<file path="config.mk">
export PLATFORM = sky130hd
export DESIGN_NAME = frame_capture_ctrl
export DESIGN_NICKNAME = d
export VERILOG_FILES = /design/src/rtl/cam_pkg.sv /design/src/rtl/cap_timeout_timer.sv /design/src/rtl/frame_capture_ctrl.sv
export SDC_FILE = /design/constraint.sdc
export NUM_CORES = 1
export LEC_CHECK = 0
export BUFFER_PORTS_ARGS = -buffer_cell sky130_fd_sc_hd__buf_2
export CAP_MARGIN = 40
export CORE_MARGIN = 2
export CORE_UTILIZATION = 30
export DETAILED_ROUTE_END_ITERATION = 6
export HOLD_SLACK_MARGIN = 0.03
export SKIP_CTS_REPAIR_TIMING = 1
export SLEW_MARGIN = 20
export SYNTH_ARGS = -nofsm -noshare
export SYNTH_HDL_FRONTEND = slang
export SYNTH_SLANG_ARGS = --single-unit
</file>
<file path="constraint.sdc">
create_clock -name clk -period 5.2 [get_ports clk]
set_input_delay 0.52 -clock clk [delete_from_list [all_inputs] [get_ports clk]]
set_output_delay 0.52 -clock clk [all_outputs]
set_load 0.05 [all_outputs]
</file>
<file path="src/rtl/cam_pkg.sv">
// Shared definitions for the frame capture path:
// state encoding, pixel width and default image geometry.
package cam_pkg;

   typedef logic [1:0] state_t;

   localparam state_t S_IDLE    = 2'd0;
   localparam state_t S_ARM     = 2'd1;
   localparam state_t S_CAPTURE = 2'd2;
   localparam state_t S_DONE    = 2'd3;

   localparam int PIX_W     = 8;
   localparam int DEF_IMG_W = 64;
   localparam int DEF_IMG_H = 48;

endpackage

</file>
<file path="src/rtl/cap_timeout_timer.sv">
// Watchdog for the ARM state: counts enabled cycles after a clear
// and flags expiry once the counter reaches its all-ones value.
module cap_timeout_timer #(
   parameter int W = 20
) (
   input  logic clk,
   input  logic rst,
   input  logic clear,
   input  logic enable,
   output logic expired
);

   logic [W-1:0] cnt;

   assign expired = &cnt;

   // Count up while enabled, holding at the terminal value.
   always_ff @(posedge clk) begin
      if (rst) begin
         cnt <= '0;
      end else if (clear) begin
         cnt <= '0;
      end else if (enable && !expired) begin
         cnt <= cnt + 1'b1;
      end
   end

endmodule

</file>
<file path="src/rtl/frame_capture_ctrl.sv">
// Single-frame grab sequencer: arms on start, writes each valid pixel
// of one frame into the buffer and reports count and error status.
module frame_capture_ctrl
   import cam_pkg::*;
#(
   parameter int IMG_W     = DEF_IMG_W,
   parameter int IMG_H     = DEF_IMG_H,
   parameter int ADDR_W    = 12,
   parameter int TIMEOUT_W = 20
) (
   input  logic              clk,
   input  logic              rst,
   input  logic              start,
   input  logic              abort,
   input  logic [PIX_W-1:0]  pixel_in,
   input  logic              pixel_valid,
   input  logic              frame_start,
   input  logic              frame_done,
   output logic              wr_en,
   output logic [ADDR_W-1:0] wr_addr,
   output logic [PIX_W-1:0]  wr_data,
   output logic              busy,
   output logic              done,
   output logic [ADDR_W:0]   pix_count,
   output logic              err_short,
   output logic              err_long,
   output logic              err_timeout
);

   localparam logic [ADDR_W:0] NPIX = (ADDR_W+1)'(IMG_W * IMG_H);

   state_t state;
   state_t state_nx;
   logic   tmr_clear;
   logic   tmr_en;
   logic   expired;

   cap_timeout_timer #(
      .W(TIMEOUT_W)
   ) u_timer (
      .clk    (clk),
      .rst    (rst),
      .clear  (tmr_clear),
      .enable (tmr_en),
      .expired(expired)
   );

   // State register.
   always_ff @(posedge clk) begin
      if (rst) state <= S_IDLE;
      else     state <= state_nx;
   end

   // Next-state logic; abort has priority over frame events.
   always_comb begin
      state_nx = state;
      unique case (state)
         S_IDLE: begin
            if (start) state_nx = S_ARM;
         end
         S_ARM: begin
            if (abort)            state_nx = S_IDLE;
            else if (frame_start) state_nx = S_CAPTURE;
            else if (expired)     state_nx = S_IDLE;
         end
         S_CAPTURE: begin
            if (abort)           state_nx = S_IDLE;
            else if (frame_done) state_nx = S_DONE;
         end
         S_DONE: begin
            state_nx = S_IDLE;
         end
         default: state_nx = S_IDLE;
      endcase
   end

   // State-decoded controls: busy flag and watchdog clear/enable.
   always_comb begin
      busy      = 1'b0;
      tmr_clear = 1'b0;
      tmr_en    = 1'b0;
      unique case (state)
         S_IDLE:    tmr_clear = 1'b1;
         S_ARM: begin
            busy   = 1'b1;
            tmr_en = 1'b1;
         end
         S_CAPTURE: busy = 1'b1;
         S_DONE:    ;
         default:   ;
      endcase
   end

   // Pixel counter, registered write port and sticky status flags.
   always_ff @(posedge clk) begin
      if (rst) begin
         wr_en       <= 1'b0;
         wr_addr     <= '0;
         wr_data     <= '0;
         done        <= 1'b0;
         pix_count   <= '0;
         err_short   <= 1'b0;
         err_long    <= 1'b0;
         err_timeout <= 1'b0;
      end else begin
         wr_en <= 1'b0;
         done  <= 1'b0;
         unique case (state)
            S_IDLE: begin
               if (start) begin
                  pix_count   <= '0;
                  err_short   <= 1'b0;
                  err_long    <= 1'b0;
                  err_timeout <= 1'b0;
               end
            end
            S_ARM: begin
               if (!abort && !frame_start && expired) begin
                  err_timeout <= 1'b1;
                  done        <= 1'b1;
               end
            end
            S_CAPTURE: begin
               if (!abort) begin
                  if (frame_start && !frame_done) begin
                     pix_count <= '0;
                  end else if (pixel_valid) begin
                     if (pix_count < NPIX) begin
                        wr_en   <= 1'b1;
                        wr_addr <= pix_count[ADDR_W-1:0];
                        wr_data <= pixel_in;
                     end
                     if (pix_count != '1) pix_count <= pix_count + 1'b1;
                  end
               end
            end
            S_DONE: begin
               done      <= 1'b1;
               err_short <= (pix_count < NPIX);
               err_long  <= (pix_count > NPIX);
            end
            default: ;
         endcase
      end
   end

endmodule
</file>
==> results of run 1 <==
[layout make-up]
class / instances / area (um^2)
diodes: 1 / 2.502
clock buffers: 11 / 151.4
clock inverters: 5 / 36.28
fillers: 974 / 5841
inverters: 9 / 33.78
multi-input cells: 260 / 1548
flip-flops and latches: 60 / 1201
well taps: 129 / 161.4
repair buffers: 53 / 265.3
[critical path, delay by kind of cell, from the launching register on]
kind / cells / cell delay (ps)
AO/OA/AOI/OAI: 1 / 160
AND/OR/NAND/NOR: 4 / 1420
flip-flops: 1 / 330
buffers and inverters: 1 / 100
adder cells (fa/ha/maj): 1 / 220
[worst paths after layout]
| path | startpoint | end | slack (ps) | cells past startpoint |
|---|---|---|---|---|
| worst min-delay path | pixel_in[5] | wr_data[5] | 410 | 3 |
| worst max-delay path | state[0] | wr_data[6] | 2870 | 7 |
| worst min register to register | wr_addr[6] | wr_addr[6] | 450 | 2 |
| worst max register to register | state[0] | wr_data[6] | 2870 | 7 |
[layer usage]
layer  vias to the layer above  share of wire (%)  global-route usage (%)
li1                       1342                  -                       -
met1                      1214                 44                   15.87
met2                        51                 49                   23.08
met3                        15                4.3                   4.072
met4                         0                2.1                   6.757
met5                         -                  0                       0
[where the power goes]
part           switching, mW  internal (mW)
combinational         0.0442         0.0170
sequential           0.00155          0.461
clock                  0.184          0.198
total                  0.229          0.677
[registers in the layout (all words and copies together) (netlist names)]
name / count
u_timer.cnt: 20
pix_count: 13
wr_addr: 12
wr_data: 8
state: 2
done: 1
err_long: 1
err_short: 1
err_timeout: 1
wr_en: 1
[kinds of logic (layout without fill, tap and decap cells)]
family	after synthesis	count (layout)
mux	1	1
other cells	0	1
fa+ha+maj	7	7
buf+inv	29	78
compound gates	79	79
xor+xnor	13	13
flops	60	60
simple gates	160	160
[cells in the final DEF, fill, tap and decap left out, types with 2 or more instances in the layout]
cell / count
xor2_1: 2
a211oi_1: 4
nor2b_1: 2
o21ai_0: 12
and2_1: 7
nand2_1: 60
a2111oi_2: 3
dfxtp_1: 60
xnor2_1: 11
nand3_1: 14
or3_1: 4
ha_1: 7
clkbuf_8: 11
inv_1: 9
nor4_1: 4
buf_2: 53
nand2b_1: 8
and3_1: 6
nor2_1: 28
a21oi_1: 28
nand4_1: 6
and4_1: 5
a311oi_1: 7
nor3_1: 10
clkinvlp_4: 3
a32o_1: 3
a31oi_1: 11
==> summary.md, run 1 <==
| Metric | Value |
|---|---|
| Status | finished, final reports clean |
| Mapped Cells | 349 |
| Final min period | 2331 ps |
| Async S/R FF share, synth | 0% |
| GRT overflow | 0 |
| Worst Skew | 9.111 ps |
| Setup_tns | 0 ps |
| Gr usage total | 13.73% |
| Max_cap viols | 0 |
| Syn avg cell area | 8.192 um^2 |
| Adder-cell share of the synthesized area | 3.063% |
| Crit-path max FO | 20 |
| Max-slew headroom | 48.18% |
| Worst setup SP type | flop |
| Fmax achieved | 0.4290 GHz |
| CP Class | reg -> reg |
| Synth Area in Compound Gates | 18.64% |
| Worst Hold Class | in -> reg |
| DRT Pass-1 Iters | 4 |
| Vias | 2,622 |
| Top FF cell, synth | dfxtp_1 |
| Largest family of logic cells by synthesized area | simple AND/OR/NAND/NOR gates |
| CP cell instances | inv_1 > ha_1 > nor2b_1 > and3_1 > and2_1 > nand2_1 > a21oi_1 |
| Design Area, Final | 0.003400 mm^2 |
| I/O Buffers | 53 |
| Crit path max-delay cell type | and2_1 |
| Routability-driven placement congestion ratio | 0.8199 |
| RSZ-0062 raised after global routing | no |
| Seq/Total Area, Yosys | 42.01% |
| Post-synthesis mux area share | 0.3939% |
| CP arrival | 2580 ps |
| DRT iter0 DRCs | 63 |
| Clk buf depth | 2 |
| Finish-stage setup viols | 0 |
| H-tree depth | 3 |
| Synth cell count leaders | dfxtp_1, nand2_1, a21oi_1, nor2_1, clkbuf_1 |
| Top cell type by total area after synthesis | dfxtp_1 |
| First-pass GRT wire length | 11,100 um |
| CTS buffer count | 9 |
| Initial antenna violation count | 1 |
| Wirelength per Cell | 12.98 um |
| Vias/cell | 4.966 |
| Hold Vio Cnt, Final | 0 |
| Area share of the largest cell type after synthesis | 42.01% |
| Number of global-route vias before repair | 2,389 |
| Share of layout cells above drive strength 1 | 19.85% |
| Worst-Margin Slew | 777.2 ps |
| Final worst path period share | 44.83% |
| Routed Antenna Nets | 0 |
| Net Count, Synth | 371 |
| Post-route insts no fill | 528 |
| Final nets | 415 |
| Initial Util | 30.94% |
| DRC Markers | 0 |
| Yosys cell types | 45 |
| # clock sinks | 60 |
| Syn. warnings | 0 |
| Pre-CTS setup slack | 2853 ps |
| Synth Area in XOR/XNOR | 3.982% |
| Die height | 101.6 um |
| Core Util, Final | 36.79% |
| Power Dens Cells | 266.5 mW/mm^2 |
| Clk slew on worst S/H paths | 70 ps |
| Min Hold Slack | 411.3 ps |
| DP HPWL | 4821 um |
| Required time worst endpoint | 5450 ps |
| P&R area growth vs syn | 18.91% |
| Number of synthesized flops with an enable pin | 0 |
| Leak | 1.225 nW |
| Dpl cells | 511 |
| Dpl cell area | 0.003209 mm^2 |
| CTS tree | built |
| Die ar. | 0.01033 mm^2 |
| Pins Over Slew Limit | 0 |
| Rows | 35 |
| Simple-Gate Fraction of Synth Area | 28.05% |
| Routed WL | 6854 um |
| CP Capture Type | flop |
| CP peak stage delay | 680 ps |
| Chip width | 101.6 um |
| Clk_lat worst skew | 340 ps |
| Largest net degree at the start of global routing | 44 |
| IR drop worst, VDD | 139.1 uV |
| CTS Root Cell | clkbuf_8 |
| Area contributors post-synth | dfxtp_1, nand2_1, a21oi_1 |
| IO Pins | 54 |
| Floorplan Core Area | 0.009240 mm^2 |
| Seq cells post-synth | 60 |
| Synthesized area | 0.002859 mm^2 |
| Final worst slack | 2869 ps |
| Power Total | 0.9059 mW |
Note: power is estimated with default switching activity, not from simulation.
==> run 2: changes to the inputs <==
==> constraint.sdc (replaced) <==
create_clock -name clk -period 2.11 [get_ports clk]
set_input_delay 0.211 -clock clk [delete_from_list [all_inputs] [get_ports clk]]
set_output_delay 0.211 -clock clk [all_outputs]
set_load 0.05 [all_outputs]
==> summary.md, run 2 (synthesis results as in run 1) <==
| Metric | Value |
|---|---|
| Worst Skew | 9.827 ps (+0.7161 ps) |
| First-pass GRT wire length | 11,920 um (+7.5%) |
| Rows | 35 (unchanged) |
| Share of layout cells above drive strength 1 | 24.40% (+4.6 points) |
| # diodes | 0 (-1) |
| Worst Hold Class | in -> reg |
| Clk_lat worst skew | 350 ps (about the same) |
| R2R Path End | pix_count[9] |
| IO Pins | 54 (unchanged) |
| Final nets | 435 (+4.8%) |
| Status | finished, final reports clean |
| Clk buf depth | 2 (unchanged) |
| Setup_tns | 0 ps (unchanged) |
| CP arrival | 2190 ps (-390 ps) |
| IR drop worst, VDD | 331.7 uV (+140%) |
| # clock sinks | 60 (unchanged) |
| Max_cap viols | 0 (unchanged) |
| Wirelength per Cell | 13.12 um (+1.0%) |
| Initial Util | 30.94% (unchanged) |
| GRT overflow | 0 (unchanged) |
| Biggest regs | u_timer.cnt x20, pix_count x13, wr_addr x12 |
| Number of global-route vias before repair | 2,585 (+8.2%) |
| Vias/cell | 4.921 (-0.90%) |
| Pins Over Slew Limit | 0 (unchanged) |
| Dpl cell area | 0.003362 mm^2 (+4.8%) |
| Fmax achieved | 0.5129 GHz (+20%) |
| Largest net degree at the start of global routing | 43 (-2.3%) |
| CTS buffer count | 9 (unchanged) |
| Power Total | 2.354 mW (+160%) |
| Top reg by flops | u_timer.cnt |
| Min Hold Slack | 93.82 ps (-317.5 ps) |
| CTS tree | built |
| DRC Markers | 0 (unchanged) |
| Design Area, Final | 0.003563 mm^2 (+4.8%) |
| Hold Vio Cnt, Final | 0 (unchanged) |
| Worst hold endpoint | wr_data[0] |
| DP HPWL | 5047 um (+4.7%) |
| Clk slew on worst S/H paths | 80 ps (about the same) |
| Die height | 101.6 um (unchanged) |
| CP Class | reg -> reg |
| Startpoint of the worst hold path | pixel_in[0] |
| DRT iter0 DRCs | 111 (+76%) |
| CP Capture Type | flop |
| Finish-stage setup viols | 0 (unchanged) |
| Routability-driven placement congestion ratio | 0.7715 (-5.9%) |
| WHS Path Cells | 3 (unchanged) |
| CTS Root Cell | clkbuf_8 |
| Initial antenna violation count | 0 (-1) |
| Floorplan Core Area | 0.009240 mm^2 (unchanged) |
| Worst setup SP type | flop |
| Die ar. | 0.01033 mm^2 (unchanged) |
| Max FFs per register | 20 (unchanged) |
| P&R area growth vs syn | 24.64% |
| Gr usage total | 14.56% (+0.83 points) |
| Commonest non-fill, non-tap cells in the layout | nand2_1, dfxtp_1, buf_2 |
| H-tree depth | 3 (unchanged) |
| Reg2reg path depth | 6 (-1) |
| Crit-path max FO | 14 (-30%) |
| Dpl cells | 531 (+3.9%) |
| Vias | 2,692 (+2.7%) |
| I/O Buffers | 53 (unchanged) |
| FF-to-FF setup slack | 160 ps (-2710 ps) |
| Routed WL | 7174 um (+4.7%) |
| Reg2reg start | pix_count[1] |
| DRT Pass-1 Iters | 4 (unchanged) |
| Post-route insts no fill | 547 (+3.6%) |
| Max-slew headroom | 68.79% (+21 points) |
| Leak | 1.337 nW (+9.2%) |
| Power Dens Cells | 660.6 mW/mm^2 (+150%) |
| Final worst path period share | 92.41% (+48 points) |
| Required time worst endpoint | 2350 ps (-3100 ps) |
| Chip width | 101.6 um (unchanged) |
| Worst-Margin Slew | 467.1 ps (-310.1 ps) |
| RSZ-0062 raised after global routing | no |
| Final min period | 1950 ps (-381.2 ps) |
| Most common cell after layout, fill and taps aside | nand2_1 |
| Routed Antenna Nets | 0 (unchanged) |
==> run 2: changes by cell type in the layout (fill, tap and decap cells not counted), sizes merged <==
cell      before  now
bufinv         0    1
clkbuf        11    9
inv            9   10
clkinv         2    3
clkinvlp       3    2
buf           53   73
diode          1    0
==> run 2: area by class of cell <==
class | instances | area [um^2]
multi-input cells | 260 | 1549
inverters | 9 | 33.78
clock buffers | 9 | 123.9
flip-flops and latches | 60 | 1204
clock inverters | 7 | 76.32
well taps | 129 | 161.4
fillers | 985 | 5677
repair buffers | 73 | 415.4
==> run 2: layer usage <==
layer / track usage [%] / routed length [um] / vias to the layer above
met5: 0 / 0 / -
met4: 4.158 / 61 / 0
met3: 4.831 / 358 / 8
met1: 16.76 / 3145 / 1251
met2: 25.66 / 3609 / 54
li1: - / - / 1379
==> run 2: critical path, cell delays in order (launching register included) <==
cell	delay [ps]
dfxtp_2	380
ha_1	190
and3_1	230
nand4_1	210
o21a_2	380
and2_1	230
a32o_1	230
==> run 2: worst max-delay path by stage <==
stage | start | end | slack, ps | cells after the start
after global placement | pix_count[0] | pix_count[10] | 180 | 6
after detailed placement | pix_count[0] | pix_count[9] | 90 | 6
final | pix_count[1] | pix_count[9] | 160 | 6
after floorplan | pix_count[4] | pix_count[2] | 20 | 7
after CTS | pix_count[0] | pix_count[9] | 70 | 6
after global routing | pix_count[0] | pix_count[9] | 20 | 6
==> run 2: stage by stage <==
| step | utilization, % | setup slack (ps) |
|---|---|---|
| after floorplan | - | 19.69 |
| after global placement | 36.38 | 181.9 |
| after detailed placement | 36.38 | 94.92 |
| after CTS | 38.55 | 73.74 |
| after global routing | 38.56 | 20.38 |
| final | 38.56 | 160.2 |
==> run 2: power by group <==
| part | switching (mW) | total, mW | internal (mW) |
|---|---|---|---|
| sequential | 0.00376 | 1.14 | 1.14 |
| clock | 0.497 | 1.05 | 0.550 |
| combinational | 0.112 | 0.167 | 0.0552 |
| total | 0.613 | 2.35 | 1.74 |
